===== config.mk =====
export PLATFORM = sky130hd
export DESIGN_NAME = ps2_scancode_rx
export DESIGN_NICKNAME = d
export VERILOG_FILES = /design/src/rtl/ps2_scancode_rx.sv
export SDC_FILE = /design/constraint.sdc
export NUM_CORES = 1
export LEC_CHECK = 0
export BUFFER_PORTS_ARGS = -buffer_cell sky130_fd_sc_hd__buf_4
export CORE_MARGIN = 8
export CORE_UTILIZATION = 50
export CTS_CLUSTER_SIZE = 28
export DETAILED_ROUTE_END_ITERATION = 12
export PLACE_DENSITY_LB_ADDON = 0.25
export SETUP_SLACK_MARGIN = 0.3
export SYNTH_ARGS = -nofsm -noshare
export SYNTH_HDL_FRONTEND = slang
export SYNTH_SLANG_ARGS = --single-unit

===== constraint.sdc =====
create_clock -name clock -period 2.3 [get_ports clock]
set_input_delay 0.46 -clock clock [delete_from_list [all_inputs] [get_ports clock]]
set_output_delay 0.46 -clock clock [all_outputs]
set_load 0.02 [all_outputs]

===== src/rtl/ps2_scancode_rx.sv =====
`default_nettype none
// ============================================================================
// Module   : ps2_scancode_rx
// Brief    : PS/2 keyboard receiver: clock filter, 11-bit frame deserialiser,
//            E0/F0 prefix folding and a first-word-fall-through code FIFO.
//            Define PS2_SCANCODE_HEX_EN to add the hex-digit decode ports.
// Revision : 1.0 - initial release
// ============================================================================
module ps2_scancode_rx #(
    parameter int FILTER_LEN     = 8,
    parameter int TIMEOUT_CYCLES = 100000,
    parameter int FIFO_DEPTH     = 4
) (
    input  logic                          clock,
    input  logic                          reset,
    input  logic                          ps2_clock,
    input  logic                          ps2_data,
    input  logic                          rd_en,
    output logic [7:0]                    code_data,
    output logic                          code_ext,
    output logic                          code_break,
    output logic                          fifo_empty,
    output logic [$clog2(FIFO_DEPTH):0]   fifo_count,
    output logic                          overflow,
    output logic                          err_valid,
    output logic [1:0]                    err_code
`ifdef PS2_SCANCODE_HEX_EN
    ,
    output logic                          hex_valid,
    output logic [3:0]                    hex_value
`endif
);

    localparam int c_aw = $clog2(FIFO_DEPTH);
    localparam int c_tw = $clog2(TIMEOUT_CYCLES + 1);
    localparam logic [c_tw-1:0] c_tmo_last = c_tw'(TIMEOUT_CYCLES - 1);
    localparam logic [c_aw:0]   c_depth    = (c_aw + 1)'(FIFO_DEPTH);

    localparam logic [1:0] c_st_idle   = 2'd0;
    localparam logic [1:0] c_st_data   = 2'd1;
    localparam logic [1:0] c_st_parity = 2'd2;
    localparam logic [1:0] c_st_stop   = 2'd3;

    // ------------------------------------------------------------------------
    // Synchronisers and clock filter
    // ------------------------------------------------------------------------
    logic                  clk_s1_q, clk_s2_q, dat_s1_q, dat_s2_q;
    logic [FILTER_LEN-1:0] filt_sr_q, filt_sr_d;
    logic                  filt_clk_q, filt_clk_d;
    logic                  strobe;

    always_comb begin
        filt_sr_d = {filt_sr_q[FILTER_LEN-2:0], clk_s2_q};
        if (&filt_sr_q)
            filt_clk_d = 1'b1;
        else if (~|filt_sr_q)
            filt_clk_d = 1'b0;
        else
            filt_clk_d = filt_clk_q;
        strobe = filt_clk_q & ~filt_clk_d;
    end

    always_ff @(posedge clock or posedge reset) begin
        if (reset) begin
            clk_s1_q   <= 1'b1;
            clk_s2_q   <= 1'b1;
            dat_s1_q   <= 1'b1;
            dat_s2_q   <= 1'b1;
            filt_sr_q  <= '1;
            filt_clk_q <= 1'b1;
        end else begin
            clk_s1_q   <= ps2_clock;
            clk_s2_q   <= clk_s1_q;
            dat_s1_q   <= ps2_data;
            dat_s2_q   <= dat_s1_q;
            filt_sr_q  <= filt_sr_d;
            filt_clk_q <= filt_clk_d;
        end
    end

    // ------------------------------------------------------------------------
    // Frame FSM, timeout and prefix folding
    // ------------------------------------------------------------------------
    logic [1:0]      state_q, state_d;
    logic [2:0]      bcnt_q, bcnt_d;
    logic [7:0]      shreg_q, shreg_d;
    logic            par_ok_q, par_ok_d;
    logic [c_tw-1:0] tmo_q, tmo_d;
    logic            ext_q, ext_d, brk_q, brk_d;
    logic            err_valid_q, err_valid_d;
    logic [1:0]      err_code_q, err_code_d;
    logic            push;
    logic [9:0]      push_word;

    always_comb begin
        state_d     = state_q;
        bcnt_d      = bcnt_q;
        shreg_d     = shreg_q;
        par_ok_d    = par_ok_q;
        tmo_d       = tmo_q;
        ext_d       = ext_q;
        brk_d       = brk_q;
        err_valid_d = 1'b0;
        err_code_d  = err_code_q;
        push        = 1'b0;
        push_word   = {ext_q, brk_q, shreg_q};

        case (state_q)
            c_st_idle: begin
                if (strobe && !dat_s2_q) begin
                    state_d = c_st_data;
                    bcnt_d  = 3'd0;
                end
            end
            c_st_data: begin
                if (strobe) begin
                    shreg_d = {dat_s2_q, shreg_q[7:1]};
                    bcnt_d  = bcnt_q + 3'd1;
                    if (bcnt_q == 3'd7)
                        state_d = c_st_parity;
                end
            end
            c_st_parity: begin
                if (strobe) begin
                    par_ok_d = ^{shreg_q, dat_s2_q};
                    state_d  = c_st_stop;
                end
            end
            default: begin
                if (strobe) begin
                    state_d = c_st_idle;
                    if (!par_ok_q || !dat_s2_q) begin
                        // Parity failure is reported even when the stop bit is also bad.
                        err_valid_d = 1'b1;
                        err_code_d  = !par_ok_q ? 2'b01 : 2'b10;
                        ext_d       = 1'b0;
                        brk_d       = 1'b0;
                    end else if (shreg_q == 8'hE0) begin
                        ext_d = 1'b1;
                    end else if (shreg_q == 8'hF0) begin
                        brk_d = 1'b1;
                    end else begin
                        push  = 1'b1;
                        ext_d = 1'b0;
                        brk_d = 1'b0;
                    end
                end
            end
        endcase

        // A strobe arriving on the expiry cycle keeps the frame alive.
        if (state_q == c_st_idle || strobe) begin
            tmo_d = '0;
        end else if (tmo_q == c_tmo_last) begin
            tmo_d       = '0;
            state_d     = c_st_idle;
            err_valid_d = 1'b1;
            err_code_d  = 2'b11;
            ext_d       = 1'b0;
            brk_d       = 1'b0;
        end else begin
            tmo_d = tmo_q + 1'b1;
        end
    end

    always_ff @(posedge clock or posedge reset) begin
        if (reset) begin
            state_q     <= c_st_idle;
            bcnt_q      <= 3'd0;
            shreg_q     <= 8'h00;
            par_ok_q    <= 1'b0;
            tmo_q       <= '0;
            ext_q       <= 1'b0;
            brk_q       <= 1'b0;
            err_valid_q <= 1'b0;
            err_code_q  <= 2'b00;
        end else begin
            state_q     <= state_d;
            bcnt_q      <= bcnt_d;
            shreg_q     <= shreg_d;
            par_ok_q    <= par_ok_d;
            tmo_q       <= tmo_d;
            ext_q       <= ext_d;
            brk_q       <= brk_d;
            err_valid_q <= err_valid_d;
            err_code_q  <= err_code_d;
        end
    end

    // ------------------------------------------------------------------------
    // First-word-fall-through FIFO
    // ------------------------------------------------------------------------
    logic [9:0]      mem [FIFO_DEPTH];
    logic [c_aw-1:0] wr_ptr_q, wr_ptr_d, rd_ptr_q, rd_ptr_d;
    logic [c_aw:0]   count_q, count_d;
    logic [9:0]      last_q, last_d;
    logic            overflow_q, overflow_d;
    logic            pop, wr, full;
    logic [9:0]      head;

    always_comb begin
        full       = (count_q == c_depth);
        pop        = rd_en && (count_q != '0);
        wr         = push && (!full || pop);
        overflow_d = push && full && !pop;
        wr_ptr_d   = wr  ? wr_ptr_q + 1'b1 : wr_ptr_q;
        rd_ptr_d   = pop ? rd_ptr_q + 1'b1 : rd_ptr_q;
        last_d     = pop ? mem[rd_ptr_q] : last_q;
        case ({wr, pop})
            2'b10:   count_d = count_q + 1'b1;
            2'b01:   count_d = count_q - 1'b1;
            default: count_d = count_q;
        endcase
    end

    always_ff @(posedge clock) begin
        if (wr)
            mem[wr_ptr_q] <= push_word;
    end

    always_ff @(posedge clock or posedge reset) begin
        if (reset) begin
            wr_ptr_q   <= '0;
            rd_ptr_q   <= '0;
            count_q    <= '0;
            last_q     <= 10'd0;
            overflow_q <= 1'b0;
        end else begin
            wr_ptr_q   <= wr_ptr_d;
            rd_ptr_q   <= rd_ptr_d;
            count_q    <= count_d;
            last_q     <= last_d;
            overflow_q <= overflow_d;
        end
    end

    // With the FIFO empty the outputs keep showing the most recently popped entry.
    assign head       = (count_q == '0) ? last_q : mem[rd_ptr_q];
    assign code_data  = head[7:0];
    assign code_break = head[8];
    assign code_ext   = head[9];
    assign fifo_empty = (count_q == '0);
    assign fifo_count = count_q;
    assign overflow   = overflow_q;
    assign err_valid  = err_valid_q;
    assign err_code   = err_code_q;

`ifdef PS2_SCANCODE_HEX_EN
    logic       hex_hit;
    logic [3:0] hex_dig;

    always_comb begin
        hex_hit = 1'b1;
        hex_dig = 4'h0;
        case (head[7:0])
            8'h45: hex_dig = 4'h0;
            8'h16: hex_dig = 4'h1;
            8'h1E: hex_dig = 4'h2;
            8'h26: hex_dig = 4'h3;
            8'h25: hex_dig = 4'h4;
            8'h2E: hex_dig = 4'h5;
            8'h36: hex_dig = 4'h6;
            8'h3D: hex_dig = 4'h7;
            8'h3E: hex_dig = 4'h8;
            8'h46: hex_dig = 4'h9;
            8'h1C: hex_dig = 4'hA;
            8'h32: hex_dig = 4'hB;
            8'h21: hex_dig = 4'hC;
            8'h23: hex_dig = 4'hD;
            8'h24: hex_dig = 4'hE;
            8'h2B: hex_dig = 4'hF;
            default: hex_hit = 1'b0;
        endcase
    end

    assign hex_valid = hex_hit && !fifo_empty && !head[8] && !head[9];
    assign hex_value = hex_valid ? hex_dig : 4'h0;
`endif

endmodule
`default_nettype wire


**After elaboration in Yosys (flattened, before gate mapping)**

Memory sizes are Yosys's and may differ from the RTL's.
Index checks and enable logic that the tools add are counted.

- Word-level logic and storage cells: 113
- RAM bits: 40
- Output and inout port bits: 18
- Input bits: 5
- Memories: 1
- Register bits after elaboration: 67

Memories:

| name | words | width | read ports | clocked after memory_dff | wr ports | RTL line | RTL |
|---|---|---|---|---|---|---|---|
| mem | 4 | 10 | 1 | 0 | 1 | 193 | `logic [9:0] mem [FIFO_DEPTH];` |

- Equal/unequal tests: 11
- Add/subtract/negate cells: 6
- Bitwise logic cells: 2
- Reductions and logical operators: 24
- Mux-type cells: 49

Operator list:

| kind | number |
|---|---|
| 17-bit 2-to-1 mux | 2 |
| 1-bit 2-to-1 mux | 28 |
| 2-bit 2-to-1 mux | 13 |
| 17-bit by 1-bit adder with 17-bit output, second input constant | 1 |
| 17-bit equality test, second input constant | 1 |
| 8-bit equality test, second input constant | 2 |
| 3-bit case mux with 2 select lines | 2 |
| 10-bit 2-to-1 mux | 1 |
| 9-bit XOR reduction | 1 |
| 8-bit AND reduction | 1 |
| 8-bit OR reduction | 1 |
| 3-bit by 1-bit adder with 3-bit output, second input constant | 2 |
| 3-bit equality test, second input constant | 2 |
| 3-bit 2-to-1 mux | 2 |
| 2-bit case mux with 3 select lines | 1 |
| 1-bit logical AND | 5 |
| 2-bit by 1-bit adder with 2-bit output, second input constant | 2 |
| 2-bit by 1-bit equality test with 1-bit output, second input constant | 2 |
| 2-bit equality test, second input constant | 2 |
| 1-bit logical NOT | 4 |
| 2-bit != test, second input constant | 2 |
| 2-bit AND reduction | 2 |
| 2-bit nonzero test | 2 |
| 3-bit logical NOT | 1 |
| 8 further kinds | 10 |

**Depth between registers and ports, before layout**

Gate-level depths: netlist (run 1).

- Word-level depth: 10
- Gate-level depth with buffers: 10
- Gate-level depth less buffers: 10

**Least setup slack after synthesis (run 1)**

Ideal clock, no wire load.

- Path type: register -> register
- Start: register shreg_q[2]
- End: register count_q[2] (netlist: fifo_count[2])
- Arrival time: 2.245 ns
- Path slack: -0.025 ns
- Clock period less this slack: 2.325 ns
- Cell stages (with the launch flop): 11
- Path buffers: 0
- Data required time: 2.220 ns
- Setup time: 0.080 ns
- Path through: dfrtp_1 > nand4b_1 > nor4_1 > nor4_4 > inv_1 > ha_1 > inv_1 > fa_1 > xor2_1 > nor2_1 > xor2_1

- Cells in the longest elaborated chain, start to end: 9
- Elaborated cells between the ends (all ways): 12
- Those cells by class: eq/ne (4); mux (6); reduce/logical (2)

RTL lines:

| item | RTL line | RTL |
|---|---|---|
| start: declaration | 86 | `logic [7:0] shreg_q, shreg_d;` |
| start signal: assignment | 180 | `shreg_q <= shreg_d;` |
| 8-bit equality test | 140 | `end else if (shreg_q == 8'hF0) begin` |
| 1-bit 2-to-1 mux | 140 |  |
| 1-bit 2-to-1 mux (*) | 138 | `end else if (shreg_q == 8'hE0) begin` |
| 1-bit 2-to-1 mux (*) | 132 | `if (!par_ok_q \|\| !dat_s2_q) begin` |
| 1-bit 2-to-1 mux (*) | 130 | `if (strobe) begin` |
| 1-bit 2-to-1 mux (*) | 108 | `case (state_q)` |
| 1-bit logical AND (*) | 204 | `wr = push && (!full \|\| pop);` |
| 2-bit by 1-bit equality test with 1-bit output or 2-bit equality test (tied branches) | 209 | `case ({wr, pop})` |
| 3-bit case mux with 2 select lines or 2-bit nonzero test (tied branches) | -- |  |
| end signal: assignment | 231 | `count_q <= count_d;` |
| end: declaration | 195 | `logic [c_aw:0] count_q, count_d;` |

Mark *: on every way between the ends. The rest lies on a longest branch, timed or not.
A chain may end at the register's enable or synchronous reset.

**Worst setup path in the final report (run 1)**

- Start: register rd_ptr_q[0]
- End: output port code_data[0]

- Cells in the longest elaborated chain, start to end: 2

RTL lines:

| item | RTL line | RTL |
|---|---|---|
| start: declaration | 194 | `logic [c_aw-1:0] wr_ptr_q, wr_ptr_d, rd_ptr_q, rd_ptr_d;` |
| start signal: assignment | 230 | `rd_ptr_q <= rd_ptr_d;` |
| memory read 4 x 10 bit | -- |  |
| 10-bit 2-to-1 mux | 238 | `assign head = (count_q == '0) ? last_q : mem[rd_ptr_q];` |
| end: declaration | 19 | `output logic [7:0] code_data,` |

Every way passes these cells.

==> results.sh, run 1 <==
export IMPL_status="complete, but fails checks"
export IMPL_violations="setup timing"
export IMPL_grt_pass1_vias=2657
export IMPL_yosysMostFrequentCell="dfrtp_1"
export IMPL_critPathKind="reg2out"
export IMPL_nets=367
export IMPL_grt_usage_pct=13.6
export IMPL_synth_area_top_cells="dfrtp_1 (30%), edfxtp_1 (26%), dfstp_2 (7.5%), mux2_2 (7.1%), mux4_2 (4.9%)"
export IMPL_rsz0062_at_grt="yes"
export IMPL_holdCritPathClass="in2async"
export IMPL_nFillCells=674
export IMPL_cts_path_max_buffers=2
export IMPL_start_util_pct=50.4
export IMPL_cp_max_fo=12
export IMPL_via_count=2566
export IMPL_drive_gt1_share_pct=38.0
export IMPL_crit_required_ps=1840
export IMPL_synthToLayoutAreaGrowth_pct=16.6
export IMPL_wirelength_um=7760
export IMPL_crit_path_end_kind="output port"
export IMPL_avgSynthCellArea_um2=14.9
export IMPL_num_rows=35
export IMPL_syn_instance_count=306
export IMPL_async_flop_share_pct=62.6
export IMPL_drv_slew=0
export IMPL_synth_top_cell_area_share_pct=29.5
export IMPL_dpl_instance_area_mm2=0.00499
export IMPL_yosys_most_used_dff="dfrtp_1"
export IMPL_grt_overflow_total=0
export IMPL_ctsHtreeMaxLevel=3
export IMPL_path_cells="buf_12 > mux4_2 > mux2_2 > buf_4"
export IMPL_worstMarginPinSlew_ps=412
export IMPL_cts_tree="done"
export IMPL_post_dp_hpwl_um=5300
export IMPL_wl_per_cell_um=16.5
export IMPL_crit_arrival_ps=1900
export IMPL_ioPinCount=23
export IMPL_setup_viol=10
export IMPL_clk_pin_slew_ps=110
export IMPL_drt_iter0_drc=127
export IMPL_synth_edf_count=40
export IMPL_min_period_ps=2360
export IMPL_critPathLaunchType="flop"
export IMPL_max_slew_margin_pct=72.4
export IMPL_grt_max_degree=68
export IMPL_die_w_um=112
export IMPL_synth_net_count=320
export IMPL_diodes=0
export IMPL_cts_hold_buf=0
export IMPL_die_area_mm2=0.0125
export IMPL_die_h_um=112
export IMPL_ys_seq_area_share_pct=63.3
export IMPL_slowest_delay_ps=530
export IMPL_drt_vias_per_instance=5.47
export IMPL_ys_warn_count=0
export IMPL_grt_pass1_wl_um=13400
export IMPL_drtAntennaViolNets=0
export IMPL_vdd_ir_drop_max_uv=335
export IMPL_final_cells=469
export IMPL_portBuffers=22
export IMPL_dr_pass1_iters=4
export IMPL_clock_sinks=107
export IMPL_design_area_mm2=0.00533
export IMPL_power_density_mw_per_mm2=779
export IMPL_maxCapViolCount=0
export IMPL_crit_path_top_delay_cell="mux4_2"
export IMPL_leakage_nw=2.15
export IMPL_cts_buffers=9
export IMPL_yosysTopAreaCell="dfrtp_1"
export IMPL_synth_commonest_cells="dfrtp_1 (54), edfxtp_1 (40), mux2_2 (29)"
export IMPL_antenna_found_initial=0
export IMPL_cts_root_buf="clkbuf_8"
export IMPL_coreArea_mm2=0.00906
export IMPL_ys_ff_latch=107
export IMPL_post_route_period_util_pct=103
export IMPL_synth_area_mm2=0.00457
export IMPL_max_freq_ghz=0.424
export IMPL_synthDistinctLibCells=49
export IMPL_gp_congestion=0.807
export IMPL_worst_skew_pair_late_latency_ps=370
export IMPL_drcViolationCount=0
export IMPL_place_inst=446
export IMPL_fin_skew_ps=15.0
export IMPL_hold_violations=0
export IMPL_timing_final_ws_setup_ps=-60.2
[metrics by stage]
step | hold WS, ps | util, % | setup TNS (ps) | power (mW) | setup slack, ps
after CTS | 159 | 58.1 | -624 | 4.18 | -95.0
after global routing | 163 | 58.8 | -1150 | 4.35 | -140
final | 162 | 58.8 | -331 | 4.15 | -60.2
after floorplan | 345 | - | 0 | 2.74 | 135
after detailed placement | 347 | 55.1 | 0 | 3.02 | 59.4
after global placement | 347 | 55.1 | 0 | 3.00 | 143
[kinds of logic (layout without fill, tap and decap cells)]
| logic type | count (synthesis) | count (layout) | synth area share (%) |
|---|---|---|---|
| flops | 107 | 107 | 63.3 |
| simple gates | 83 | 83 | 11.5 |
| mux | 41 | 41 | 12.6 |
| xor+xnor | 25 | 25 | 5.09 |
| compound gates | 23 | 23 | 3.26 |
| buf+inv | 18 | 70 | 1.61 |
| fa+ha+maj | 9 | 9 | 2.63 |
[worst max-delay path, delay by kind of cell, from the launching register on]
| family | cells | cell delay, ps |
|---|---|---|
| buffers and inverters | 2 | 320 |
| muxes | 2 | 810 |
| DFF | 1 | 390 |
[cells in the final DEF (no fill, tap or decap), drive strengths merged, types with 4 or more instances in the layout]
master	Yosys	routed
nor2	18	18
dfstp	13	13
dfrtp	54	54
buf	3	43
nand3	10	10
mux4	10	10
edfxtp	40	40
and2	5	5
ha	8	8
xor2	15	15
or3	5	5
xnor2	9	9
clkbuf	4	9
inv	11	15
o21ai	8	8
a21oi	4	4
nor4	4	4
nand2	8	8
mux2	30	30
nand4	9	9
[final timing paths]
| check | slack, ps | from | end | depth (start not counted) |
|---|---|---|---|---|
| min | 160 | reset | wr_ptr_q[1] | 3 |
| min in group clock | 190 | ps2_clock | clk_s1_q | 1 |
| max | -60 | rd_ptr_q[0] | code_data[0] | 4 |
| max in group asynchronous | 1810 | reset | dat_s1_q | 3 |
| min reg2reg | 360 | dat_s1_q | dat_s2_q | 0 |
| max reg2reg | 270 | shreg_q[2] | fifo_count[2] | 11 |
[routing by layer]
metal | track usage (%) | vias to the layer above | share of wire (%)
li1 | - | 1220 | -
met1 | 16.9 | 1302 | 45
met2 | 21.6 | 35 | 49
met3 | 4.06 | 9 | 3.9
met4 | 5.65 | 0 | 1.5
met5 | 0 | - | 0
[sequential cells by signal, indices dropped and copies added, names as in the netlist, 2 cells and up]
name and flops:
bcnt_q 3, err_code 2, fifo_count 3, filt_sr_q 8, last_q 10, mem 40
rd_ptr_q 2, shreg_q 8, state_q 2, tmo_q 17, wr_ptr_q 2
[cell type report]
cell class	count	area [µm²]	share of cell area [%]
flip-flops and latches	107	2900	54.3
clock inverters	7	63.8	1.20
clock buffers	9	124	2.32
well taps	111	139	2.61
inverters	11	45.0	0.845
repair buffers	43	378	7.09
multi-input cells	181	1690	31.6
[where the power goes]
| part | switching [mW] | leakage [nW] | internal, mW |
|---|---|---|---|
| Clock | 0.678 | 0.0971 | 0.421 |
| Combinational | 0.411 | 0.818 | 0.463 |
| Sequential | 0.0941 | 1.23 | 2.09 |
| Total | 1.18 | 2.15 | 2.97 |
[timing repair]
item / in CTS / in global routing
pin swaps: 3 / 2
setup endpoints to repair: 12 / 57
setup buffers: 5 / 2
gates resized for setup: 13 / 13
No activity file was read; power rests on OpenSTA's default activity.
==> run 2, diff against run 1 <==
--- a/config.mk
+++ b/config.mk
@@ -12,6 +12,7 @@
 export DETAILED_ROUTE_END_ITERATION = 12
 export PLACE_DENSITY_LB_ADDON = 0.25
 export SETUP_SLACK_MARGIN = 0.3
+export SKIP_CTS_REPAIR_TIMING = 1
 export SYNTH_ARGS = -nofsm -noshare
 export SYNTH_HDL_FRONTEND = slang
 export SYNTH_SLANG_ARGS = --single-unit
==> run 2 against run 1 <==
The run still ends with setup timing left; highest routed layer unchanged; largest power group unchanged; final area fell by 0.96%; die area did not move; clock skew barely moved; critical endpoint unchanged; routed wire length rose by 2.6%; non-clock buffer count fell by 6; clock power barely moved; sequential power barely moved; sequential share of layout area rose by 0.53 points; worst hold slack got worse by 3.5 ps; combinational power fell by 5.1%; cell count fell by 0.43%.
==> results.sh, run 2 (synthesized netlist as in run 1, its figures left out) <==
export IMPL_coreArea_mm2=0.00906
export IMPL_crit_arrival_ps=1900
export IMPL_hold_violations=0
export IMPL_dr_pass1_iters=4
export IMPL_p_sw_mw=1.17
export IMPL_finalPower_mw=4.10
export IMPL_nFillCells=698
export IMPL_p_sw_share_pct=28.4
export IMPL_layout_commonest_cell="dfrtp_1"
export IMPL_violations="setup timing"
export IMPL_cts_tree="done"
export IMPL_drtAntennaViolNets=0
export IMPL_min_period_ps=2360
export IMPL_grt_overflow_total=0
export IMPL_diodes=0
export IMPL_ctsHtreeMaxLevel=3
export IMPL_holdCritPathClass="in2async"
export IMPL_worst_skew_pair_late_latency_ps=380
export IMPL_maxCapViolCount=0
export IMPL_portBuffers=22
export IMPL_power_density_mw_per_mm2=777
export IMPL_die_area_mm2=0.0125
export IMPL_clkPwrFrac_pct=26.7
export IMPL_r2r_end="fifo_count[2]"
export IMPL_synthToLayoutAreaGrowth_pct=15.4
export IMPL_r2r_slack_ps=200
export IMPL_timing_final_ws_setup_ps=-59.0
export IMPL_reg2reg_from="fifo_count[0]"
export IMPL_worstMarginPinSlew_ps=478
export IMPL_wl_per_cell_um=17.0
export IMPL_largest_register_ff_count=40
export IMPL_critPathLaunchType="flop"
export IMPL_rsz0062_at_grt="yes"
export IMPL_path_cells="buf_12 > mux4_2 > mux2_2 > buf_4"
export IMPL_start_util_pct=50.4
export IMPL_combinationalPowerShare_pct=20.2
export IMPL_wirelength_um=7960
export IMPL_leakage_nw=2.11
export IMPL_critPathKind="reg2out"
export IMPL_status="complete, but fails checks"
export IMPL_clk_pin_slew_ps=110
export IMPL_die_w_um=112
export IMPL_post_dp_hpwl_um=5300
export IMPL_drt_iter0_drc=136
export IMPL_clock_sinks=107
export IMPL_drive_gt1_share_pct=37.4
export IMPL_pwr_share_seq_pct=53.0
export IMPL_post_route_period_util_pct=103
export IMPL_crit_required_ps=1840
export IMPL_max_freq_ghz=0.424
export IMPL_cp_max_fo=12
export IMPL_drcViolationCount=0
export IMPL_grt_max_degree=68
export IMPL_grt_usage_pct=13.3
export IMPL_vdd_ir_drop_max_uv=335
export IMPL_hold_slack_ps=159
export IMPL_cts_path_max_buffers=2
export IMPL_drt_vias_per_instance=5.48
export IMPL_grt_pass1_vias=2614
export IMPL_worstRegToRegCells=9
export IMPL_gp_congestion=0.807
export IMPL_max_slew_margin_pct=68.1
export IMPL_ioPinCount=23
export IMPL_drv_slew=0
export IMPL_p_int_mw=2.93
export IMPL_reg_largest_list="mem (40), tmo_q (17), last_q (10)"
export IMPL_cpLargestDelayFamily="multiplexers"
export IMPL_grt_pass1_wl_um=13100
export IMPL_antenna_found_initial=0
export IMPL_die_h_um=112
export IMPL_nets=365
export IMPL_crit_path_end_kind="output port"
export IMPL_cts_buffers=9
export IMPL_layout_common_cells="dfrtp_1 (53), edfxtp_1 (40), buf_4 (31), mux2_2 (26), nor2_1 (17)"
export IMPL_num_rows=35
export IMPL_slowest_delay_ps=530
export IMPL_path_buf_inv=2
export IMPL_fin_skew_ps=14.9
export IMPL_cts_root_buf="clkbuf_8"
export IMPL_setup_viol=10
export IMPL_crit_path_top_delay_cell="mux4_2"
export IMPL_largest_register="mem"
export IMPL_via_count=2561
[run 2: changes by cell type in the layout (fill, tap and decap cells not counted), sizes merged]
cell and delta:
and2 +4, buf -6
[run 2: cell type report]
type                            count  area [µm²]  share of cell area [%]
Clock buffer                        9         124                    2.35
Clock inverter                      7        63.8                    1.21
Inverter                           11        45.0                   0.853
Multi-Input combinational cell    185        1690                    32.1
Sequential cell                   107        2900                    54.8
Tap cell                          111         139                    2.63
Timing Repair Buffer               37         318                    6.02
[run 2: metrics by stage]
stage                     TNS (ps)  util (%)  std cells  setup WS, ps  cell area [µm²]
after detailed placement         0      55.1        446          59.4             4990
final                         -380      58.2        467         -59.0             5280
after global placement           0      55.1        446           143             4990
after global routing         -1180      58.2        467          -137             5280
after floorplan                  0         -        306           135             4590
after CTS                     -722      57.1        462         -95.0             5180
[run 2: metal layers]
metal  track usage (%)  share of wire, %  vias to the layer above
met5                 0                 0                        -
met4              6.47               2.5                        0
met3              3.57               3.7                       11
met2              21.0                49                       37
met1              16.5                45                     1298
li1                  -                 -                     1215
[run 2: worst max-delay path by stage]
stage | startpoint | endpoint | slack, ps | cells past startpoint
6_report | rd_ptr_q[0] | code_data[0] | -60 | 4
5_1_grt | rd_ptr_q[0] | code_data[0] | -140 | 4
4_1_cts | rd_ptr_q[0] | code_data[0] | -100 | 4
3_5_place_dp | rd_en | fifo_count[2] | 60 | 10
3_3_place_gp | rd_en | fifo_count[2] | 140 | 10
2_1_floorplan | fifo_count[1] | fifo_count[2] | 130 | 9
[run 2: worst min-delay path, cell delays in order]
cell and delay (ps):
buf_4 120, clkinvlp_4 70, buf_12 310
[run 2: power groups by stage]
stage	clock network [mW]	registers, mW	logic, mW
2_1_floorplan	0	2.23	0.509
3_3_place_gp	0	2.20	0.796
3_5_place_dp	0	2.21	0.814
4_1_cts	1.14	2.17	0.816
5_1_grt	1.20	2.19	0.898
6_report	1.10	2.17	0.829
